`src/rtl/mul_div_unit.sv`:
```
// mul_div_unit: iterative radix-2 multiply / restoring divide for the EX stage.
// Signed ops run on magnitudes for 32 edges, then one edge of sign correction.
module mul_div_unit #(
   parameter int XLEN  = 32,
   parameter int CNT_W = 6
) (
   input  logic            clk,
   input  logic            reset,
   input  logic            start,
   input  logic [3:0]      op,
   input  logic [XLEN-1:0] rs1_val,
   input  logic [XLEN-1:0] rs2_val,
   input  logic [4:0]      rd_in,
   input  logic            flush,
   output logic            stall_req,
   output logic            busy,
   output logic            result_valid,
   output logic [XLEN-1:0] result,
   output logic [4:0]      rd_out
);
   localparam logic [1:0] IDLE = 2'd0, CALC = 2'd1, FIX = 2'd2, DONE = 2'd3;
   localparam logic [3:0] OP_MUL = 4'b0000, OP_MULH = 4'b0001, OP_DIV = 4'b0100, OP_REM = 4'b0110;
   localparam logic [XLEN-1:0] MIN_INT = {1'b1, {(XLEN-1){1'b0}}};
   localparam logic [CNT_W-1:0] ONE = CNT_W'(1), LAST = CNT_W'(XLEN-1);
   logic [1:0]        state_q, state_d;
   logic [CNT_W-1:0]  cnt_q, cnt_d;
   logic [3:0]        op_q, op_d;
   logic              s1_q, s1_d, s2_q, s2_d, valid_q, valid_d, busy_q;
   logic [XLEN-1:0]   m_q, m_d, result_q, result_d;
   logic [2*XLEN-1:0] prod_q, prod_d, step, sprod;
   logic [4:0]        tag_q, tag_d, rd_q, rd_d;
   logic              is_div, is_rem, is_dr, supported, special;
   logic [XLEN-1:0]   abs1, abs2, special_res, quo, rem, fix_res;
   logic [XLEN:0]     add_w, rem_w, diff_w;
   assign is_div    = op == OP_DIV;
   assign is_rem    = op == OP_REM;
   assign is_dr     = is_div | is_rem;
   assign supported = is_dr | op == OP_MUL | op == OP_MULH;
   assign special   = ~supported | (is_dr & (rs2_val == '0 | (rs1_val == MIN_INT & rs2_val == '1)));
   assign special_res = ~supported ? '0 : rs2_val == '0 ? (is_div ? '1 : rs1_val) : (is_div ? MIN_INT : '0);
   assign abs1 = rs1_val[XLEN-1] ? -rs1_val : rs1_val;
   assign abs2 = rs2_val[XLEN-1] ? -rs2_val : rs2_val;
   // Product/division share prod_q: high half is accumulator/remainder, low half multiplier/quotient.
   assign add_w  = {1'b0, prod_q[2*XLEN-1:XLEN]} + (prod_q[0] ? {1'b0, m_q} : '0);
   assign rem_w  = prod_q[2*XLEN-1:XLEN-1];
   assign diff_w = rem_w - {1'b0, m_q};
   assign step = ~op_q[2] ? {add_w, prod_q[XLEN-1:1]} :
                 diff_w[XLEN] ? {rem_w[XLEN-1:0], prod_q[XLEN-2:0], 1'b0} :
                                {diff_w[XLEN-1:0], prod_q[XLEN-2:0], 1'b1};
   assign sprod = (s1_q ^ s2_q) ? -prod_q : prod_q;
   assign quo   = prod_q[XLEN-1:0];
   assign rem   = prod_q[2*XLEN-1:XLEN];
   assign fix_res = op_q == OP_MUL  ? sprod[XLEN-1:0] :
                    op_q == OP_MULH ? sprod[2*XLEN-1:XLEN] :
                    op_q == OP_DIV  ? ((s1_q ^ s2_q) ? -quo : quo) :
                                      (s1_q ? -rem : rem);
   always_comb begin
      state_d  = state_q;
      cnt_d    = cnt_q;
      op_d     = op_q;
      s1_d     = s1_q;
      s2_d     = s2_q;
      m_d      = m_q;
      prod_d   = prod_q;
      tag_d    = tag_q;
      rd_d     = rd_q;
      result_d = result_q;
      valid_d  = 1'b0;
      if (state_q == IDLE) begin
         if (start & ~flush) begin
            op_d   = op;
            tag_d  = rd_in;
            s1_d   = rs1_val[XLEN-1];
            s2_d   = rs2_val[XLEN-1];
            cnt_d  = '0;
            m_d    = is_dr ? abs2 : abs1;
            prod_d = {{XLEN{1'b0}}, is_dr ? abs1 : abs2};
            state_d = special ? DONE : CALC;
            valid_d = special;
            result_d = special ? special_res : result_q;
            rd_d     = special ? rd_in : rd_q;
         end
      end else if (flush) begin
         state_d = IDLE;
      end else if (state_q == CALC) begin
         prod_d  = step;
         cnt_d   = cnt_q + ONE;
         state_d = cnt_q == LAST ? FIX : CALC;
      end else if (state_q == FIX) begin
         result_d = fix_res;
         rd_d     = tag_q;
         valid_d  = 1'b1;
         state_d  = DONE;
      end else begin
         state_d = IDLE;
      end
   end
   always_ff @(posedge clk or posedge reset) begin
      if (reset) begin
         state_q  <= IDLE;
         cnt_q    <= '0;
         op_q     <= '0;
         s1_q     <= 1'b0;
         s2_q     <= 1'b0;
         m_q      <= '0;
         prod_q   <= '0;
         tag_q    <= '0;
         rd_q     <= '0;
         result_q <= '0;
         valid_q  <= 1'b0;
         busy_q   <= 1'b0;
      end else begin
         state_q  <= state_d;
         cnt_q    <= cnt_d;
         op_q     <= op_d;
         s1_q     <= s1_d;
         s2_q     <= s2_d;
         m_q      <= m_d;
         prod_q   <= prod_d;
         tag_q    <= tag_d;
         rd_q     <= rd_d;
         result_q <= result_d;
         valid_q  <= valid_d;
         busy_q   <= state_d != IDLE;
      end
   end
   assign stall_req    = state_q == CALC | state_q == FIX | (state_q == IDLE & start & ~flush & ~special);
   assign busy         = busy_q;
   assign result_valid = valid_q;
   assign result       = result_q;
   assign rd_out       = rd_q;
endmodule

```
`config.mk`:
```
export PLATFORM = sky130hd
export DESIGN_NAME = mul_div_unit
export DESIGN_NICKNAME = d
export VERILOG_FILES = /design/src/rtl/mul_div_unit.sv
export SDC_FILE = /design/constraint.sdc
export NUM_CORES = 1
export LEC_CHECK = 0
export ABC_AREA = 1
export CAP_MARGIN = 15
export CORE_AREA = 2 2 270 205
export DETAILED_ROUTE_END_ITERATION = 8
export DIE_AREA = 0 0 272 207
export HOLD_SLACK_MARGIN = 0.15
export SYNTH_ARGS = -nofsm -noshare
export SYNTH_HDL_FRONTEND = slang
export SYNTH_SLANG_ARGS = --single-unit
```
`constraint.sdc`:
```
create_clock -name clk -period 13.25 [get_ports clk]
set_clock_uncertainty 0.15 [all_clocks]
set_input_delay 2.65 -clock clk [delete_from_list [all_inputs] [get_ports clk]]
set_output_delay 2.65 -clock clk [all_outputs]
set_load 0.05 [all_outputs]
```
==> metrics.log, run 1 <==
[metrics] status: complete, no violations
[metrics] max-capacitance violation count: 0
[metrics] number of gates given a new drive strength after cts: 0
[metrics] level count of the clock H-tree: 4
[metrics] worst setup path category: in -> out
[metrics] Crit. End Element: primary output
[metrics] full die area: 56300 um^2
[metrics] endpoint with the worst hold slack: result[7]$_DFFE_PP0P_
[metrics] Antenna Cells: 0
[metrics] Setup crit start kind: input pin
[metrics] first-pass GRT wire length: ~120000 um
[metrics] worst reg-to-reg path cell count: 18
[metrics] count of state elements after synthesis: about 150
[metrics] Worst-Skew Late Latency: 0.46 ns
[metrics] global-route track usage on met1: a little under half
[metrics] maximum buffer depth of the clock tree: 2
[metrics] antenna violation net count after detailed routing: 0
[metrics] standard-cell rows: 74
[metrics] clock-pin slew reported for the worst setup and hold paths after clock tree synthesis: roughly 0.070 ns
[metrics] reg2reg start: prod_q[31]$_DFFE_PP0P_
[metrics] layout cell share with drive strength beyond 1: 3.19%
[metrics] relative area change from synthesis to final layout: 12.5%
[metrics] worst ir drop on vdd: approximately 0.17 mV
[metrics] leakage dissipation: ~11 nW
[metrics] sequential element share of the synthesized area: between 20% and 30%
[metrics] number of distinct standard cells referenced by the synthesized netlist: 46
[metrics] total I/O pin count: about 120
[metrics] top cell types by occurrence after synthesis: sky130_fd_sc_hd__nand2_1 (1161), sky130_fd_sc_hd__nand3_1 (439), sky130_fd_sc_hd__inv_1 (435), sky130_fd_sc_hd__nor2_1 (344), sky130_fd_sc_hd__o21ai_0 (209)
[metrics] via count of the first global-routing pass: just under 20000
[metrics] total of warnings raised by yosys: 0
[metrics] setup fix buffers added after clock tree synthesis: 0
[metrics] initial antenna violation count: 0
[metrics] count of flip-flops with a built-in enable after synthesis: 0
[metrics] global routing usage on met3: between 10% and 20%
[metrics] Power Density: about 270 nW/um^2
[metrics] # hold bufs at CTS: 0
[metrics] number of cells on the worst hold path: 2
[metrics] hold_ws: between 0.3 and 0.4 ns
[metrics] Top FF cell, synth: sky130_fd_sc_hd__dfrtp_1
[metrics] relative slew slack: between 20% and 30%
[metrics] Most Used Layer, Global Route: met1
[metrics] first drt pass iteration count: 6
[metrics] Post-Syn Area: about 19000 um^2
[metrics] share of flip-flops with an asynchronous set or reset: between 90% and 100%
[metrics] final count of pins violating max slew: 0
[metrics] Congestion Overflow GR: 0
[metrics] crit path DAT: about 5.5 ns
[metrics] Peak Freq: approximately 120 MHz
[metrics] total of endpoints with negative setup slack in the final report: 0
[metrics] number of vias in the routed layout: about 22000
[metrics] number of nets in the final layout: ~3600
[metrics] top-area cell type share of the netlist area: between 20% and 30%
[metrics] I/O Buffers: between 100 and 150
[metrics] HP Start: result[7]$_DFFE_PP0P_
[metrics] final WL: approximately 83000 um
[metrics] DRC violation total after the first TritonRoute iteration: ~3100
[metrics] Worst Tran Pin Value: 1.18 ns
[metrics] pin count of the biggest net entering global routing: a little under 100
[metrics] cell type contributing the most total cell area after synthesis: sky130_fd_sc_hd__nand2_1
[metrics] RSZ-0062 raised after global routing: false
[metrics] HPWL after detailed placement: 67100 um
[metrics] overall die height: around 210 um
[metrics] Final period util: between 60% and 70%
[metrics] cell types occupying the most area after synthesis: sky130_fd_sc_hd__nand2_1 (23%), sky130_fd_sc_hd__dfrtp_1 (21%), sky130_fd_sc_hd__nand3_1 (12%)
[metrics] peak fanout along the critical path: between 60 and 70
[metrics] final critical delay including setup and external delays: between 8 and 9 ns
[metrics] met2 demand-to-capacity share in global routing: 36.4%
[metrics] final hold vios: 0
[metrics] most used standard cell by instance count after synthesis: sky130_fd_sc_hd__nand2_1
[metrics] Post-Syn Instances: approximately 3400
[metrics] DRC errors left: 0
[metrics] reg-to-reg slack, setup: slightly above 9 ns
[metrics] endpoint required time on the critical path: around 10 ns
[metrics] TritonCTS sink count: ~150
[metrics] setup TNS: 0 ns
[metrics] Final Power: roughly 5.7 mW
[metrics] CTS tree: done
[metrics] clock buffer count from CTS: 17
[metrics] synthesized netlist net count: ~3500
[metrics] WL/cell: roughly 20 um
[metrics] mean instance size in the synthesized netlist: about 5.5 um^2
[metrics] final RePlAce weighted congestion: between 1 and 1.5
[metrics] starting density of the core: between 30% and 40%
[metrics] type of the tightest min-delay check: reg -> reg
[metrics] area inside the core boundary: ~54000 um^2
[metrics] total track usage: ~29%
[metrics] overall die width: 272 um
[metrics] Clock Tree Root: sky130_fd_sc_hd__clkbuf_16
[metrics] end of the worst register-to-register path: prod_q[41]$_DFFE_PP0P_
[metrics] Via-to-Cell Ratio: about 5.4
[layout make-up]
class | count | area, um^2
multi-input cells | 2649 | 12600
clock inverters | 15 | 176
inverters | 447 | 1680
repair buffers | 137 | 1320
clock buffers | 17 | 425
well taps | 722 | 903
fillers | 6014 | 32800
flip-flops and latches | 154 | 3860
[cells by family (layout without fill, tap and decap cells)]
family / Yosys count / in the layout / synth area share, %
flops: 154 / 154 / 20.7
simple gates: 2066 / 2066 / 46.4
buf+inv: 566 / 616 / 11.8
fa+ha+maj: 76 / 76 / 5.18
xor+xnor: 65 / 65 / 3.06
compound gates: 442 / 442 / 12.9
[report_power, final]
| group | total (mW) | switching, mW | internal (mW) |
|---|---|---|---|
| Clock | 0.528 | 0.243 | 0.285 |
| Combinational | 4.11 | 2.89 | 1.22 |
| Sequential | 1.04 | 0.377 | 0.667 |
[metal layers]
layer | vias to the layer above | part of all wire, %
met2 | 1160 | 37
met4 | 0 | 1.7
met3 | 54 | 14
li1 | 10900 | -
met1 | 10300 | 47
met5 | - | 0
[worst max-delay path, cell delays in order]
cell and delay, ns:
sky130_fd_sc_hd__clkdlybuf4s50_1 0.49, sky130_fd_sc_hd__inv_1 0.09, sky130_fd_sc_hd__nor3_4 0.12, sky130_fd_sc_hd__buf_4 0.54, sky130_fd_sc_hd__inv_2 0.07, sky130_fd_sc_hd__o21ai_1 0.31, sky130_fd_sc_hd__nand2_2 0.20, sky130_fd_sc_hd__o21bai_1 0.21
sky130_fd_sc_hd__clkdlybuf4s50_1 0.84
[through the flow]
| stage | worst slack (ns) | cells | instance area, um^2 | utilization [%] |
|---|---|---|---|---|
| 2_1_floorplan | 6.24 | 3369 | 18600 | - |
| 3_3_place_gp | 4.95 | 4109 | 20400 | 37.8 |
| 3_5_place_dp | 4.98 | 4109 | 20400 | 37.8 |
| 4_1_cts | 4.97 | 4141 | 21000 | 39.0 |
| 5_1_grt | 4.73 | 4141 | 21000 | 39.0 |
| 6_report | 4.92 | 4141 | 21000 | 39.0 |
[flip-flops by register name (all words and copies together) (netlist names)]
| signal | cells |
|---|---|
| cnt_q | 6 |
| busy | 1 |
| state_q | 2 |
| m_q | 32 |
| s2_q | 1 |
| s1_q | 1 |
| result | 32 |
| tag_q | 5 |
| op_q | 4 |
| rd_out | 5 |
| result_valid | 1 |
| prod_q | 64 |
[cell usage in the layout, fill, tap and decap left out, types with 3 or more instances in the layout]
cell and count:
sky130_fd_sc_hd__nand3b_1 12, sky130_fd_sc_hd__nand4_1 36, sky130_fd_sc_hd__buf_4 21, sky130_fd_sc_hd__nor3_1 25, sky130_fd_sc_hd__nand3_1 439, sky130_fd_sc_hd__ha_1 74, sky130_fd_sc_hd__xnor2_1 17, sky130_fd_sc_hd__a21o_1 6
sky130_fd_sc_hd__inv_1 433, sky130_fd_sc_hd__o21ai_1 4, sky130_fd_sc_hd__clkinv_1 3, sky130_fd_sc_hd__o211ai_1 10, sky130_fd_sc_hd__nor2_1 342, sky130_fd_sc_hd__o21bai_1 10, sky130_fd_sc_hd__clkdlybuf4s50_1 116, sky130_fd_sc_hd__clkbuf_16 17
sky130_fd_sc_hd__a21oi_1 141, sky130_fd_sc_hd__inv_6 7, sky130_fd_sc_hd__o221ai_1 12, sky130_fd_sc_hd__dfrtp_1 152, sky130_fd_sc_hd__xor2_1 48, sky130_fd_sc_hd__or2_2 13, sky130_fd_sc_hd__nor4_1 8, sky130_fd_sc_hd__o21ai_0 209
sky130_fd_sc_hd__inv_8 3, sky130_fd_sc_hd__nor2_2 14, sky130_fd_sc_hd__nand2_1 1160, sky130_fd_sc_hd__inv_2 10, sky130_fd_sc_hd__nand2_4 3, sky130_fd_sc_hd__o21a_1 3, sky130_fd_sc_hd__nand2_2 6, sky130_fd_sc_hd__o22ai_1 31
sky130_fd_sc_hd__a31oi_1 6
[how the worst max path moves through the flow]
stage                     from         to  slack [ns]  cells after the start
floorplan           rs1_val[0]  stall_req        6.24                     11
global placement         op[2]  stall_req        4.95                      9
detailed placement       op[2]  stall_req        4.98                      9
CTS                      op[2]  stall_req        4.97                      9
global route             op[2]  stall_req        4.73                      9
finish                   op[2]  stall_req        4.92                      9
No activity file was read; power rests on OpenSTA's default activity.
==> run 2: changes to the inputs <==
- clock period: 13.25 -> 8.37 ns (I/O delays scaled with it)
==> run 2 against run 1 <==
  * Routed wire length rose by 0.80%
  * Sequential power rose by 57%
  * Hold slack got worse by 0.0010 ns
  * Power rose by 58%
==> metrics.log, run 2 (same netlist as run 1, synthesis figures left out) <==
[metrics] number of nets in the final layout: 3559 (unchanged)
[metrics] total I/O pin count: 117 (unchanged)
[metrics] worst ir drop on vdd: 0.199 mV (+17%)
[metrics] via count of the first global-routing pass: 19600 (-0.32%)
[metrics] relative area change from synthesis to final layout: 12.3%
[metrics] worst reg-to-reg path cell count: 13 (-5)
[metrics] design area: 20900 um^2 (-0.13%)
[metrics] relative slew slack: 30.5% (+9.0 points)
[metrics] total of endpoints with negative setup slack in the final report: 0 (unchanged)
[metrics] critical path's slowest cell: sky130_fd_sc_hd__inv_2
[metrics] Power Density: 428 nW/um^2 (+58%)
[metrics] final WL: 83700 um (+0.80%)
[metrics] most frequent cells in the layout: sky130_fd_sc_hd__nand2_1 (1160), sky130_fd_sc_hd__nand3_1 (439), sky130_fd_sc_hd__inv_1 (433), sky130_fd_sc_hd__nor2_1 (342), sky130_fd_sc_hd__o21ai_0 (209)
[metrics] flip-flop count of the largest register, all copies and words added: 64 (unchanged)
[metrics] Crit. End Element: primary output
[metrics] most common cell after layout, fill and taps aside: sky130_fd_sc_hd__nand2_1
[metrics] post-route insts no fill: 4142 (+0.024%)
[metrics] cell-by-cell trace of the critical path: clkdlybuf4s50_1 > inv_1 > nor3_4 > inv_2 > o21ai_1 > nand2_2 > o21bai_1 > clkdlybuf4s50_1
[metrics] total number of cells along the worst setup path: 8 (-1)
[metrics] final RePlAce weighted congestion: 1.01 (+0.58%)
[metrics] filler instances: 6062 (+0.80%)
[metrics] area inside the core boundary: 53800 um^2 (unchanged)
[metrics] Clock Tree Root: sky130_fd_sc_hd__clkbuf_16
[metrics] reg-to-reg slack, setup: 4.16 ns (-5.05 ns)
[metrics] endpoint required time on the critical path: 6.55 ns (-3.90 ns)
[metrics] level count of the clock H-tree: 4 (unchanged)
[metrics] initial antenna violation count: 0 (unchanged)
[metrics] status: complete, no violations
[metrics] final hold vios: 0 (unchanged)
[metrics] antenna violation net count after detailed routing: 0 (unchanged)
[metrics] Congestion Overflow GR: 0 (unchanged)
[metrics] overall die height: 207 um (unchanged)
[metrics] cell repeated most along the worst path: sky130_fd_sc_hd__clkdlybuf4s50_1
[metrics] layout cell share with drive strength beyond 1: 3.19% (unchanged)
[metrics] CTS tree: done
[metrics] maximum buffer depth of the clock tree: 2 (unchanged)
[metrics] final count of pins violating max slew: 0 (unchanged)
[metrics] top register by number of flip-flops: prod_q
[metrics] final critical delay including setup and external delays: 6.39 ns
[metrics] Final period util: 76.3%
[metrics] leakage dissipation: 10.9 nW (-0.16%)
[metrics] peak fanout along the critical path: 66 (unchanged)
[metrics] Crit path max-delay family: buffers and inverters
[metrics] number of gates given a new drive strength after cts: 0 (unchanged)
[metrics] setup TNS: 0 ns (unchanged)
[metrics] clock buffer count from CTS: 17 (unchanged)
[metrics] setup fix buffers added after clock tree synthesis: 0 (unchanged)
[metrics] max-capacitance violation count: 0 (unchanged)
[metrics] standard-cell rows: 74 (unchanged)
[metrics] DRC errors left: 0 (unchanged)
[metrics] number of cells on the worst hold path: 2 (unchanged)
[metrics] Via-to-Cell Ratio: 5.43 (+0.33%)
[metrics] I/O Buffers: 116 (unchanged)
[metrics] TritonCTS sink count: 154 (unchanged)
[metrics] total track usage: 29.2% (+0.16 points)
[metrics] delay of the slowest cell on the worst path: 0.73 ns (-0.11 ns)
[metrics] Setup crit start kind: input pin
[metrics] pin count of the biggest net entering global routing: 97 (-2.0%)
[metrics] crit path DAT: 4.56 ns (-0.97 ns)
[metrics] sum of buffers and inverters on the critical path: 4 (-1)
[metrics] worst setup path category: in -> out
[metrics] DRC violation total after the first TritonRoute iteration: 3258 (+5.6%)
[metrics] HPWL after detailed placement: 67600 um (+0.67%)
[metrics] overall die width: 272 um (unchanged)
[metrics] first-pass GRT wire length: 125000 um (+0.33%)
[metrics] Area after DPL: 20400 um^2 (unchanged)
[metrics] type of the tightest min-delay check: reg -> reg
[metrics] clock-pin slew reported for the worst setup and hold paths after clock tree synthesis: 0.08 ns (about the same)
[metrics] placed instance count: 4109 (unchanged)
[metrics] starting density of the core: 34.6% (unchanged)
[metrics] Peak Freq: 157 MHz
[metrics] Worst Tran Pin Value: 1.04 ns (-0.134 ns)
[metrics] first drt pass iteration count: 6 (unchanged)
[metrics] Worst-Skew Late Latency: 0.47 ns (about the same)
[metrics] RSZ-0062 raised after global routing: false
[metrics] WL/cell: 20.2 um (+0.77%)
[metrics] full die area: 56300 um^2 (unchanged)
[metrics] number of vias in the routed layout: 22500 (+0.35%)
[metrics] # hold bufs at CTS: 0 (unchanged)
run 2: worst register-to-register path, stage by stage, from the launching register on:
cell and delay, ns:
sky130_fd_sc_hd__dfrtp_2 0.72, sky130_fd_sc_hd__inv_1 0.50, sky130_fd_sc_hd__nand2_1 0.13, sky130_fd_sc_hd__nand2_2 0.09
sky130_fd_sc_hd__buf_4 0.70, sky130_fd_sc_hd__inv_1 0.51, sky130_fd_sc_hd__o21ai_0 0.52, sky130_fd_sc_hd__a21oi_1 0.12
sky130_fd_sc_hd__o21ai_0 0.16, sky130_fd_sc_hd__nand3_1 0.09, sky130_fd_sc_hd__nand3_1 0.16, sky130_fd_sc_hd__nand2_1 0.11
sky130_fd_sc_hd__nand2_1 0.07, sky130_fd_sc_hd__nand2_1 0.06
run 2: worst paths after layout:
| path | from | endpoint |
|---|---|---|
| worst min register to register | rd_out[2]$_DFFE_PP0P_ | rd_out[2]$_DFFE_PP0P_ |
| min in group asynchronous | reset | tag_q[4]$_DFFE_PP0P_ |
| worst min-delay path | rd_out[2]$_DFFE_PP0P_ | rd_out[2]$_DFFE_PP0P_ |
| worst max-delay path | op[2] | stall_req |
| worst max register to register | s1_q$_DFFE_PP0P_ | result[3]$_DFFE_PP0P_ |
| max in group asynchronous | reset | s1_q$_DFFE_PP0P_ |
run 2: per-stage QoR:
stage | hold WS [ns] | setup WS (ns) | total power, mW | utilization (%)
2_1_floorplan | 0.303 | 2.40 | 5.85 | -
3_3_place_gp | 0.318 | 2.05 | 7.90 | 37.8
3_5_place_dp | 0.315 | 2.04 | 7.91 | 37.8
4_1_cts | 0.335 | 2.03 | 8.72 | 38.9
5_1_grt | 0.355 | 1.86 | 9.66 | 38.9
6_report | 0.331 | 1.98 | 8.95 | 38.9
run 2: power by group:
group / switching [mW] / internal (mW) / leakage, nW
logic: 4.58 / 1.94 / 8.67
clock network: 0.407 / 0.396 / 0.277
registers: 0.577 / 1.06 / 1.95
run 2: routing by layer:
metal	track usage, %	wire length, um
met1	47.5	40100
met2	38.0	31700
met3	7.20	11000
met4	4.34	855
met5	0	0
run 2: final cells by class:
| class | instances | area [um^2] | share of cell area [%] |
|---|---|---|---|
| multi-input combinational | 2649 | 12600 | 60.2 |
| sequential | 154 | 3860 | 18.4 |
| inverter | 447 | 1680 | 8.04 |
| timing repair buffer | 137 | 1320 | 6.30 |
| tap | 722 | 903 | 4.32 |
| clock buffer | 17 | 425 | 2.03 |
| clock inverter | 15 | 148 | 0.705 |
| antenna | 1 | 2.50 | 0.0120 |
